**config.mk**
```make
export PLATFORM = sky130hd
export DESIGN_NAME = onchip_mem_loader
export DESIGN_NICKNAME = d
export VERILOG_FILES = /design/src/rtl/onchip_mem_loader_pkg.sv /design/src/rtl/onchip_loader_packer.sv /design/src/rtl/onchip_mem_loader.sv
export SDC_FILE = /design/constraint.sdc
export NUM_CORES = 1
export LEC_CHECK = 0
export BUFFER_PORTS_ARGS = -buffer_cell sky130_fd_sc_hd__buf_2
export CORE_MARGIN = 3
export CORE_UTILIZATION = 50
export DETAILED_ROUTE_END_ITERATION = 8
export PLACE_DENSITY_LB_ADDON = 0.1
export SETUP_SLACK_MARGIN = 0.1
export SLEW_MARGIN = 20
export SYNTH_ARGS = -nofsm -noshare
export SYNTH_HDL_FRONTEND = slang
export SYNTH_SLANG_ARGS = --single-unit
```
**constraint.sdc**
```tcl
create_clock -name clk -period 3 [get_ports clk]
set_clock_uncertainty 0.15 [all_clocks]
set_input_delay 0.6 -clock clk [delete_from_list [all_inputs] [get_ports clk]]
set_output_delay 0.6 -clock clk [all_outputs]
set_load 0.01 [all_outputs]
```
**src/rtl/onchip_mem_loader_pkg.sv**
```systemverilog
// -----------------------------------------------------------------------------
// onchip_mem_loader_pkg
// Shared definitions for the on-chip RAM byte-stream loader:
//   - default geometry of the target RAM (word-address width, depth) and the
//     width of the byte-length input
//   - FSM state encoding (plain localparam constants on a 3-bit type so the
//     encoding is stable and visible on the debug port)
//   - tail_be(): byte-enable for a final word holding n = len mod 4 bytes
//   - lane_mask(): expands a 4-bit byte-enable into a 32-bit bit mask
// Optional feature macro used by the loader: LOADER_READBACK_VERIFY_EN
// -----------------------------------------------------------------------------
package onchip_mem_loader_pkg;

   localparam int LDR_ADDR_W = 12;
   localparam int LDR_DEPTH  = 2240;
   localparam int LDR_LEN_W  = 14;

   typedef logic [2:0] ldr_state_t;

   localparam ldr_state_t S_IDLE  = 3'd0;
   localparam ldr_state_t S_FILL  = 3'd1;
   localparam ldr_state_t S_WRITE = 3'd2;
   localparam ldr_state_t S_DONE  = 3'd3;
   localparam ldr_state_t S_RDBK  = 3'd4;
   localparam ldr_state_t S_CMP   = 3'd5;

   // n == 0 means the word is full (length is a multiple of 4).
   function automatic logic [3:0] tail_be(input logic [1:0] n);
      logic [3:0] be;
      case (n)
         2'd1:    be = 4'b0001;
         2'd2:    be = 4'b0011;
         2'd3:    be = 4'b0111;
         default: be = 4'b1111;
      endcase
      return be;
   endfunction

   function automatic logic [31:0] lane_mask(input logic [3:0] be);
      return {{8{be[3]}}, {8{be[2]}}, {8{be[1]}}, {8{be[0]}}};
   endfunction

endpackage

```
**src/rtl/onchip_loader_packer.sv**
```systemverilog
// -----------------------------------------------------------------------------
// onchip_loader_packer
// Packs accepted stream bytes little-endian into a 32-bit word and tracks how
// many bytes of the current load have been taken.
//   clk, reset_n  clock, asynchronous active-low reset
//   clear         start of a new load: empties word, lane and byte count
//   accept        a byte is transferred this cycle (in_valid & in_ready)
//   in_data       the byte being transferred
//   word_done     current word has been handed to the RAM; empty the word
//   len_bytes     byte length of the current load (held by the loader)
//   word          packed word; lanes not yet filled read as 0
//   flush         the byte accepted this cycle completes a word or the load
//   all_in        every byte of the load has been accepted
// -----------------------------------------------------------------------------
module onchip_loader_packer
   import onchip_mem_loader_pkg::*;
#(
   parameter int LEN_W = LDR_LEN_W
) (
   input  logic             clk,
   input  logic             reset_n,
   input  logic             clear,
   input  logic             accept,
   input  logic [7:0]       in_data,
   input  logic             word_done,
   input  logic [LEN_W-1:0] len_bytes,
   output logic [31:0]      word,
   output logic             flush,
   output logic             all_in
);

   logic [31:0]      word_q;
   logic [1:0]       lane_q;
   logic [LEN_W-1:0] byte_cnt_q;
   logic             last_byte;

   // The byte in flight this cycle is the final one of the load.
   assign last_byte = (byte_cnt_q + LEN_W'(1)) == len_bytes;
   assign flush     = accept && ((lane_q == 2'd3) || last_byte);
   assign all_in    = (byte_cnt_q == len_bytes);
   assign word      = word_q;

   always_ff @(posedge clk or negedge reset_n) begin
      if (!reset_n) begin
         word_q     <= '0;
         lane_q     <= '0;
         byte_cnt_q <= '0;
      end else if (clear) begin
         word_q     <= '0;
         lane_q     <= '0;
         byte_cnt_q <= '0;
      end else if (word_done) begin
         // Clearing the whole word keeps unused lanes of a tail word at 0.
         word_q <= '0;
         lane_q <= '0;
      end else if (accept) begin
         word_q[{lane_q, 3'b000} +: 8] <= in_data;
         lane_q     <= lane_q + 2'd1;
         byte_cnt_q <= byte_cnt_q + LEN_W'(1);
      end
   end

endmodule

```
**src/rtl/onchip_mem_loader.sv**
```systemverilog
// -----------------------------------------------------------------------------
// onchip_mem_loader
// Loads a byte stream into the 32-bit single-port on-chip RAM: bytes are packed
// little-endian into words and written to consecutive word addresses starting
// at base_addr. Reports busy / done / sticky error to the controller.
// Optional feature (macro LOADER_READBACK_VERIFY_EN): every written word is read
// back and compared under its byte-enable mask; a mismatch sets error.
//
// Ports
//   clk, reset_n           clock, asynchronous active-low reset
//   start                  one-cycle pulse, begins a load when idle
//   base_addr, len_bytes   load parameters, sampled on an accepted start
//   in_valid, in_data      byte stream input
//   in_ready               loader takes the byte this cycle
//   busy, done, error      status (done is a one-cycle pulse, error is sticky)
//   mem_*                  RAM interface (mem_readdata valid one cycle after
//                          the address is presented)
//   dbg_state              current FSM state (encoding in the package)
//
// Stream handshake: a byte transfers on a rising edge where in_valid and
// in_ready are both 1; in_ready depends only on the FSM state (never on
// in_valid), and a byte offered while in_ready is 0 stays with the source.
// -----------------------------------------------------------------------------
module onchip_mem_loader
   import onchip_mem_loader_pkg::*;
#(
   parameter int ADDR_W = LDR_ADDR_W,
   parameter int DEPTH  = LDR_DEPTH,
   parameter int LEN_W  = LDR_LEN_W
) (
   input  logic              clk,
   input  logic              reset_n,
   input  logic              start,
   input  logic [ADDR_W-1:0] base_addr,
   input  logic [LEN_W-1:0]  len_bytes,
   input  logic              in_valid,
   input  logic [7:0]        in_data,
   output logic              in_ready,
   output logic              busy,
   output logic              done,
   output logic              error,
   output logic [ADDR_W-1:0] mem_address,
   output logic [3:0]        mem_byteenable,
   output logic              mem_chipselect,
   output logic              mem_write,
   output logic [31:0]       mem_writedata,
   input  logic [31:0]       mem_readdata,
   output logic              mem_clken,
   output logic              mem_reset_req,
   output logic [2:0]        dbg_state
);

   ldr_state_t        state_q, state_d;
   logic [ADDR_W-1:0] base_q;
   logic [ADDR_W-1:0] word_idx_q;
   logic [LEN_W-1:0]  len_q;
   logic              error_q;

   logic              start_ok;
   logic [31:0]       words_need;
   logic [31:0]       span_end;
   logic              range_bad;
   logic              pk_accept;
   logic              pk_flush;
   logic              pk_all_in;
   logic [31:0]       pk_word;
   logic              word_end;
   logic              ram_active;
   logic [3:0]        be_cur;

   assign start_ok = (state_q == S_IDLE) && start;

   // One past the last word the load would touch; must not exceed DEPTH.
   // 32-bit arithmetic so neither the sum nor ceil(len/4) can wrap.
   assign words_need = (32'(len_bytes) + 32'd3) >> 2;
   assign span_end   = 32'(base_addr) + words_need;
   assign range_bad  = span_end > 32'(DEPTH);

   assign in_ready  = (state_q == S_FILL);
   assign pk_accept = in_ready && in_valid;

   // Only the word written once all bytes are in can be partial.
   assign be_cur = pk_all_in ? tail_be(len_q[1:0]) : 4'hF;

`ifdef LOADER_READBACK_VERIFY_EN
   logic rb_mismatch;
   assign rb_mismatch = ((mem_readdata ^ pk_word) & lane_mask(be_cur)) != 32'd0;
   assign word_end    = (state_q == S_CMP);
   assign ram_active  = (state_q == S_WRITE) || (state_q == S_RDBK);
`else
   logic unused_rdata;
   assign unused_rdata = ^mem_readdata;
   assign word_end     = (state_q == S_WRITE);
   assign ram_active   = (state_q == S_WRITE);
`endif

   onchip_loader_packer #(
      .LEN_W (LEN_W)
   ) u_packer (
      .clk       (clk),
      .reset_n   (reset_n),
      .clear     (start_ok),
      .accept    (pk_accept),
      .in_data   (in_data),
      .word_done (word_end),
      .len_bytes (len_q),
      .word      (pk_word),
      .flush     (pk_flush),
      .all_in    (pk_all_in)
   );

   always_comb begin
      state_d = state_q;
      case (state_q)
         S_IDLE: begin
            if (start) begin
               if (len_bytes == '0)  state_d = S_DONE;
               else if (range_bad)   state_d = S_DONE;
               else                  state_d = S_FILL;
            end
         end
         // Leave on the edge that takes the word's last byte, so a full word
         // costs four FILL cycles plus the RAM sequence.
         S_FILL:  if (pk_flush) state_d = S_WRITE;
`ifdef LOADER_READBACK_VERIFY_EN
         S_WRITE: state_d = S_RDBK;
         S_RDBK:  state_d = S_CMP;
         S_CMP:   state_d = pk_all_in ? S_DONE : S_FILL;
`else
         S_WRITE: state_d = pk_all_in ? S_DONE : S_FILL;
`endif
         S_DONE:  state_d = S_IDLE;
         default: state_d = S_IDLE;
      endcase
   end

   always_ff @(posedge clk or negedge reset_n) begin
      if (!reset_n) begin
         state_q    <= S_IDLE;
         base_q     <= '0;
         len_q      <= '0;
         word_idx_q <= '0;
         error_q    <= 1'b0;
      end else begin
         state_q <= state_d;
         if (start_ok) begin
            base_q     <= base_addr;
            len_q      <= len_bytes;
            word_idx_q <= '0;
            // An empty load never touches the RAM, so it cannot be out of range.
            error_q    <= (len_bytes != '0) && range_bad;
         end else if (word_end) begin
            word_idx_q <= word_idx_q + ADDR_W'(1);
         end
`ifdef LOADER_READBACK_VERIFY_EN
         if ((state_q == S_CMP) && rb_mismatch) error_q <= 1'b1;
`endif
      end
   end

   assign busy  = (state_q != S_IDLE);
   assign done  = (state_q == S_DONE);
   assign error = error_q;

   // The RAM sees nothing but zeros outside its access cycles.
   assign mem_chipselect = ram_active;
   assign mem_write      = (state_q == S_WRITE);
   assign mem_address    = ram_active ? (base_q + word_idx_q) : '0;
   assign mem_byteenable = ram_active ? be_cur : 4'h0;
   assign mem_writedata  = (state_q == S_WRITE) ? pk_word : 32'd0;
   assign mem_clken      = 1'b1;
   assign mem_reset_req  = 1'b0;
   assign dbg_state      = state_q;

endmodule
```
==> flow_summary.json, run 1 <==
{
  "fin_cells": 954,
  "antenna_cells": 0,
  "grt_pass1_vias": 5228,
  "required_ns": 2.25,
  "drt_iter0_markers": 278,
  "drc": 0,
  "antenna_found_initial": 1,
  "htree_levels": 3,
  "fmax_ghz": 0.286,
  "placed_cell_area_sq_mm": 0.00681,
  "routed_via_density": 5.53,
  "stdcell_area_sq_mm": 0.00746,
  "core-area_sq_mm": 0.0109,
  "syn_to_final_growth_pct": 31.8,
  "violations": "negative setup slack",
  "slew_headroom": 0.553,
  "cp_max_fo": 2,
  "worst_slack_ns": -0.499,
  "grt_use_total": 0.243,
  "portBuffers": 93,
  "synth_seq_area_share": 0.393,
  "layout_common_cells": "117 x nand2_1, 92 x buf_4, 89 x buf_2, 84 x dfrtp_1, 40 x and2_1",
  "grt_max_degree": 49,
  "multi_input_area_sq_mm": 0.00346,
  "rows": 38,
  "final_antenna_net_count": 0,
  "max_stage_delay_ns": 0.41,
  "power.density_mw_per_mm2": 673,
  "drv_slew": 0,
  "cpLargestDelayFamily": "compound AO/OA/AOI/OAI gates",
  "syn_area_sq_mm": 0.00566,
  "cellLeakagePower_nw": 3.74,
  "worst_pin_slew_ns": 0.671,
  "clk_latency_ns": 0.35,
  "hold_buffers": 0,
  "yosysTopAreaCell": "dfrtp_1",
  "start_util": 0.518,
  "async_flop_share": 1.00,
  "wl_microns": 15200,
  "cts_made_buffers": 9,
  "hpwlAfterDp_microns": 11100,
  "netlist_instances": 638,
  "gp_congestion": 0.871,
  "crit_arrival_ns": 2.75,
  "max-cap-violations": 0,
  "fillCellCount": 899,
  "drive_gt1_frac": 0.314,
  "clk_pin_slew_ns": 0.06,
  "path_buf_inv": 1,
  "dieArea_sq_mm": 0.0126,
  "setup.worst_path.end_class": "output pin",
  "synth_edf_count": 0,
  "fp.dieW_microns": 112,
  "max-vdd-ir-drop_v": 0.000479,
  "finalSetupViolCount": 9,
  "yosysWarningCount": 0,
  "path_cells": "ha_2 -> fa_2 -> a21o_1 -> a21oi_2 -> o21bai_1 -> a21oi_2 -> o21ai_2 -> a21o_1 -> a21oi_2 -> xor2_1 -> nor2_1 -> buf_2",
  "wl_per_cell_microns": 16.0,
  "dp.cells": 917,
  "crit_top_cell": "a21oi_2",
  "layout_commonest_cell": "nand2_1",
  "first_pass_iters": 5,
  "clock_tree.buffer_depth": 2,
  "finalHoldViolCount": 0,
  "finalCriticalPeriod_ns": 3.50,
  "startpoint_type": "flop",
  "cpMaxStageDelayCell": "dfrtp_1",
  "fin_crit_sh": 1.17,
  "cts_tree": "done",
  "synth_ff_type": "dfrtp_1",
  "cts-root-buf": "clkbuf_16",
  "seqCellArea_sq_mm": 0.00223,
  "clock_sinks": 89,
  "status": "finished with violations",
  "synth_cell_types": 65,
  "io_pins": 129,
  "synth-seq-cells": 89,
  "grt_pass1_wl_microns": 25200,
  "setup_tns_ns": -3.16,
  "die_h_microns": 112,
  "syn_avg_cell_area_sq_um": 8.88,
  "rsz0062_at_grt": "yes",
  "vias": 5272,
  "finish.net_count": 914,
  "overflow": 0,
  "path_class": "reg -> out",
  "hold_class": "in -> async",
  "synth.area.top_cells": "dfrtp_1 39%, nand2_1 7.8%, ha_1 7.3%",
  "synth_top_area_frac": 0.393
}
-- final timing paths --
check                      slack [ns]                                  to  cells after the start                                from
max                             -0.50                     mem_address[10]                     12               base_q[0]$_DFFE_PN0P_
min                              0.09           word_idx_q[8]$_DFFE_PN0N_                      1                             reset_n
max reg2reg                      0.29            dbg_state[0]$_DFFE_PN0P_                      9  u_packer.byte_cnt_q[0]$_DFFE_PN0P_
min reg2reg                      0.35        u_packer.word[8]$_DFFE_PN0P_                      1        u_packer.word[8]$_DFFE_PN0P_
max in group asynchronous        1.95  u_packer.byte_cnt_q[3]$_DFFE_PN0P_                      2                             reset_n
min in group clk                 0.33               base_q[9]$_DFFE_PN0P_                      3                        base_addr[9]
-- state kept, by name, indices dropped and copies added (netlist names) --
| signal | cells |
|---|---|
| dbg_state | 2 |
| u_packer.byte_cnt_q | 14 |
| len_q | 14 |
| error | 1 |
| base_q | 12 |
| word_idx_q | 12 |
| u_packer.lane_q | 2 |
| u_packer.word | 32 |
-- power breakdown --
part	total, mW	internal [mW]	switching [mW]
sequential	1.76	1.49	0.274
combinational	2.18	0.932	1.25
clock	1.08	0.592	0.489
total	5.02	3.01	2.01
-- Yosys cell counts, types with 2 or more instances --
| cell | number |
|---|---|
| nand2_1 | 117 |
| dfrtp_1 | 89 |
| and2_1 | 40 |
| o21ai_0 | 37 |
| ha_1 | 33 |
| nor2_1 | 33 |
| a22o_1 | 31 |
| xor2_1 | 24 |
| nand3_1 | 23 |
| xnor2_1 | 23 |
| a21oi_1 | 20 |
| clkbuf_1 | 18 |
| inv_1 | 17 |
| nand4_1 | 12 |
| nor3_1 | 9 |
| nor4_1 | 8 |
| a21o_1 | 7 |
| o31ai_1 | 7 |
| mux2i_1 | 6 |
| o21a_1 | 6 |
| buf_4 | 5 |
| o211ai_1 | 5 |
| a31oi_1 | 4 |
| buf_1 | 4 |
| and3_1 | 3 |
| and4_1 | 3 |
| nor2b_1 | 3 |
| nor3b_1 | 3 |
| o21ai_1 | 3 |
| or2_2 | 3 |
| a211oi_1 | 2 |
| a21o_2 | 2 |
| buf_2 | 2 |
| conb_1 | 2 |
| fa_1 | 2 |
| or3_1 | 2 |
| or4_1 | 2 |
-- timing repair --
item | 4_1_cts | 5_1_grt
endpoints found under the setup margin | 12 | 14
buffers inserted | 14 | 9
gates cloned | 0 | 0
resized for setup | 29 | 15
pin swaps | 24 | 21
-- metal layers --
layer,part of all wire,track usage,up-vias
met1,0.45,0.332,2495
met5,0.00079,0,-
met4,0.020,0.0809,2
li1,-,-,2581
met3,0.056,0.0485,31
met2,0.47,0.389,163
-- per-stage QoR --
step	power, mW	hold WS [ns]	utilization	setup WS [ns]
floorplan	3.08	0.154	-	-0.666
global placement	3.70	0.324	0.623	-0.886
detailed placement	3.77	0.329	0.623	-0.960
CTS	4.96	0.0970	0.669	-0.500
global route	5.39	0.124	0.683	-0.657
finish	5.02	0.0865	0.683	-0.499
-- cells by family after synthesis --
kind of cell	Yosys count	share of synthesized area
multiplexers	6	0.0106
AO/OA/AOI/OAI	144	0.179
XOR/XNOR	47	0.0727
adder cells (fa/ha/maj)	35	0.0800
flip-flops	89	0.393
other	2	0.00133
AND/OR/NAND/NOR	268	0.228
buffers and inverters	47	0.0360
-- final cells by class --
type	instances	share of cell area
clock buffers	10	0.0320
clock inverters	6	0.00687
repair buffers	189	0.166
inverters	17	0.00855
well taps	140	0.0235
multi-input cells	503	0.463
flip-flops and latches	89	0.299
No activity file was read; power rests on OpenSTA's default activity.
==> inputs of run 2 (changes only) <==
--- a/config.mk
+++ b/config.mk
@@ -9,9 +9,11 @@
 export CORE_MARGIN = 3
 export CORE_UTILIZATION = 50
 export DETAILED_ROUTE_END_ITERATION = 8
+export MAX_ROUTING_LAYER = met4
 export PLACE_DENSITY_LB_ADDON = 0.1
 export SETUP_SLACK_MARGIN = 0.1
 export SLEW_MARGIN = 20
 export SYNTH_ARGS = -nofsm -noshare
 export SYNTH_HDL_FRONTEND = slang
 export SYNTH_SLANG_ARGS = --single-unit
+export TNS_END_PERCENT = 100
==> flow_summary.json, run 2 (synthesis gave the netlist of run 1 again) <==
{
  "clk_latency_ns": 0.35,
  "fp.dieW_microns": 112,
  "core-area_sq_mm": 0.0109,
  "grt-busiest-layer": "met2",
  "status": "finished with violations",
  "worst_slack_ns": -0.467,
  "die_h_microns": 112,
  "reg2reg_to": "dbg_state[0]$_DFFE_PN0P_",
  "rrSetupSlack_ns": 0.25,
  "endpoint": "dbg_state[1]$_DFFE_PN0P_",
  "overflow": 0,
  "grt_pass1_vias": 5382,
  "grt_pass1_wl_microns": 25600,
  "crit_start": "len_bytes[1]",
  "max-vdd-ir-drop_v": 0.000456,
  "setup_tns_ns": -2.39,
  "first_pass_iters": 4,
  "drt_iter0_markers": 313,
  "startpoint_type": "input pin",
  "clock_sinks": 89,
  "cts_made_buffers": 9,
  "grt_util_met2": 0.419,
  "pre_cts_ws_ns": -1.04,
  "drc": 0,
  "timing.rr.start": "u_packer.byte_cnt_q[3]$_DFFE_PN0P_",
  "gp_congestion": 0.889,
  "cellLeakagePower_nw": 3.74,
  "portBuffers": 93,
  "io_pins": 129,
  "finish.net_count": 915,
  "rsz0062_at_grt": "yes",
  "max-cap-violations": 0,
  "layout_common_cells": "117 x nand2_1, 95 x buf_4, 89 x buf_2, 85 x dfrtp_1, 40 x and2_1",
  "htree_levels": 3,
  "final_antenna_net_count": 0,
  "hold_class": "in -> async",
  "cts_tree": "done",
  "cp_max_fo": 3,
  "fmax_ghz": 0.288,
  "grt_max_degree": 53,
  "finalCriticalPeriod_ns": 3.47,
  "clk_pin_slew_ns": 0.06,
  "wl_per_cell_microns": 16.1,
  "power.density_mw_per_mm2": 680,
  "rows": 38,
  "grt_use_total": 0.254,
  "slew_headroom": 0.544,
  "violations": "negative setup slack",
  "drv_slew": 0,
  "dieArea_sq_mm": 0.0126,
  "largest_reg_flops": 32,
  "wl_microns": 15400,
  "drive_gt1_frac": 0.312,
  "use_met1": 0.327,
  "hold_buffers": 0,
  "layout_commonest_cell": "nand2_1",
  "hold_slack_ns": 0.0630,
  "routed_via_density": 5.56,
  "finalSetupViolCount": 9,
  "required_ns": 3.06,
  "antenna_found_initial": 1,
  "clock_tree.buffer_depth": 2,
  "crit_arrival_ns": 3.53,
  "start_util": 0.518,
  "worst_pin_slew_ns": 0.684,
  "globalRouteMet3Util": 0.0453,
  "setup.worst_path.end_class": "flop",
  "cts-root-buf": "clkbuf_16",
  "vias": 5313,
  "syn_to_final_growth_pct": 31.8,
  "fin_crit_sh": 1.16,
  "path_class": "in -> reg",
  "hpwlAfterDp_microns": 11300,
  "worstRegToRegCells": 10,
  "finalHoldViolCount": 0,
  "power_mw": 5.08
}
## run 2: worst min path at each step
stage / start / end / cells after the start
2_1_floorplan: reset_n / base_q[0]$_DFFE_PN0P_ / 0
3_3_place_gp: u_packer.word[27]$_DFFE_PN0P_ / u_packer.word[27]$_DFFE_PN0P_ / 1
3_5_place_dp: u_packer.word[26]$_DFFE_PN0P_ / u_packer.word[26]$_DFFE_PN0P_ / 1
4_1_cts: reset_n / word_idx_q[8]$_DFFE_PN0N_ / 1
5_1_grt: reset_n / word_idx_q[8]$_DFFE_PN0N_ / 1
6_report: reset_n / word_idx_q[8]$_DFFE_PN0N_ / 1
## run 2: routing by layer
metal	vias to the layer above	part of all wire	wire (microns)
li1	2587	-	-
met4	0	0.0095	146
met3	14	0.051	787
met2	155	0.50	7730
met1	2557	0.44	6750
met5	-	0	0
## run 2: worst max-delay path, cell delays in order
cell and delay, ns:
buf_8 0.08, nor2_4 0.04, nor2b_4 0.11, nand3_2 0.10, nor2_4 0.16, nand3_4 0.10, buf_6 0.13, xnor2_2 0.12
ha_1 0.31, o21a_1 0.12, o21a_1 0.16, o22a_2 0.24, or2_0 0.19, a2111o_1 0.37, a32oi_2 0.22, o21ai_1 0.11
a211oi_2 0.24, a311oi_1 0.12
## run 2: timing repair
action,4_1_cts,5_1_grt
gates cloned,0,0
resized for setup,25,15
setup endpoints to repair,12,14
buffers inserted,17,7
pin swaps,27,27
endpoints found under the hold margin,0,0
## run 2: cell type report
class / instances / area (sq um)
fillers: 906 / 3470
multi-input cells: 503 / 3450
flip-flops and latches: 89 / 2230
repair buffers: 190 / 1240
clock buffers: 9 / 225
well taps: 140 / 175
clock inverters: 6 / 70.1
inverters: 17 / 66.3
diodes: 1 / 2.50
## run 2: metrics by stage
| step | cells | utilization | cell area (sq um) |
|---|---|---|---|
| floorplan | 639 | - | 5730 |
| finish | 955 | 0.683 | 7460 |
| global route | 955 | 0.683 | 7460 |
| global placement | 918 | 0.623 | 6820 |
| detailed placement | 918 | 0.623 | 6820 |
| CTS | 949 | 0.671 | 7340 |
## run 2: power breakdown
part           leakage (nW)  total, mW  switching, mW  internal (mW)
clock network         0.134       1.13          0.488          0.643
logic                  2.42       2.19           1.25          0.937
registers              1.18       1.76          0.275           1.49
total                  3.74       5.08           2.01           3.07
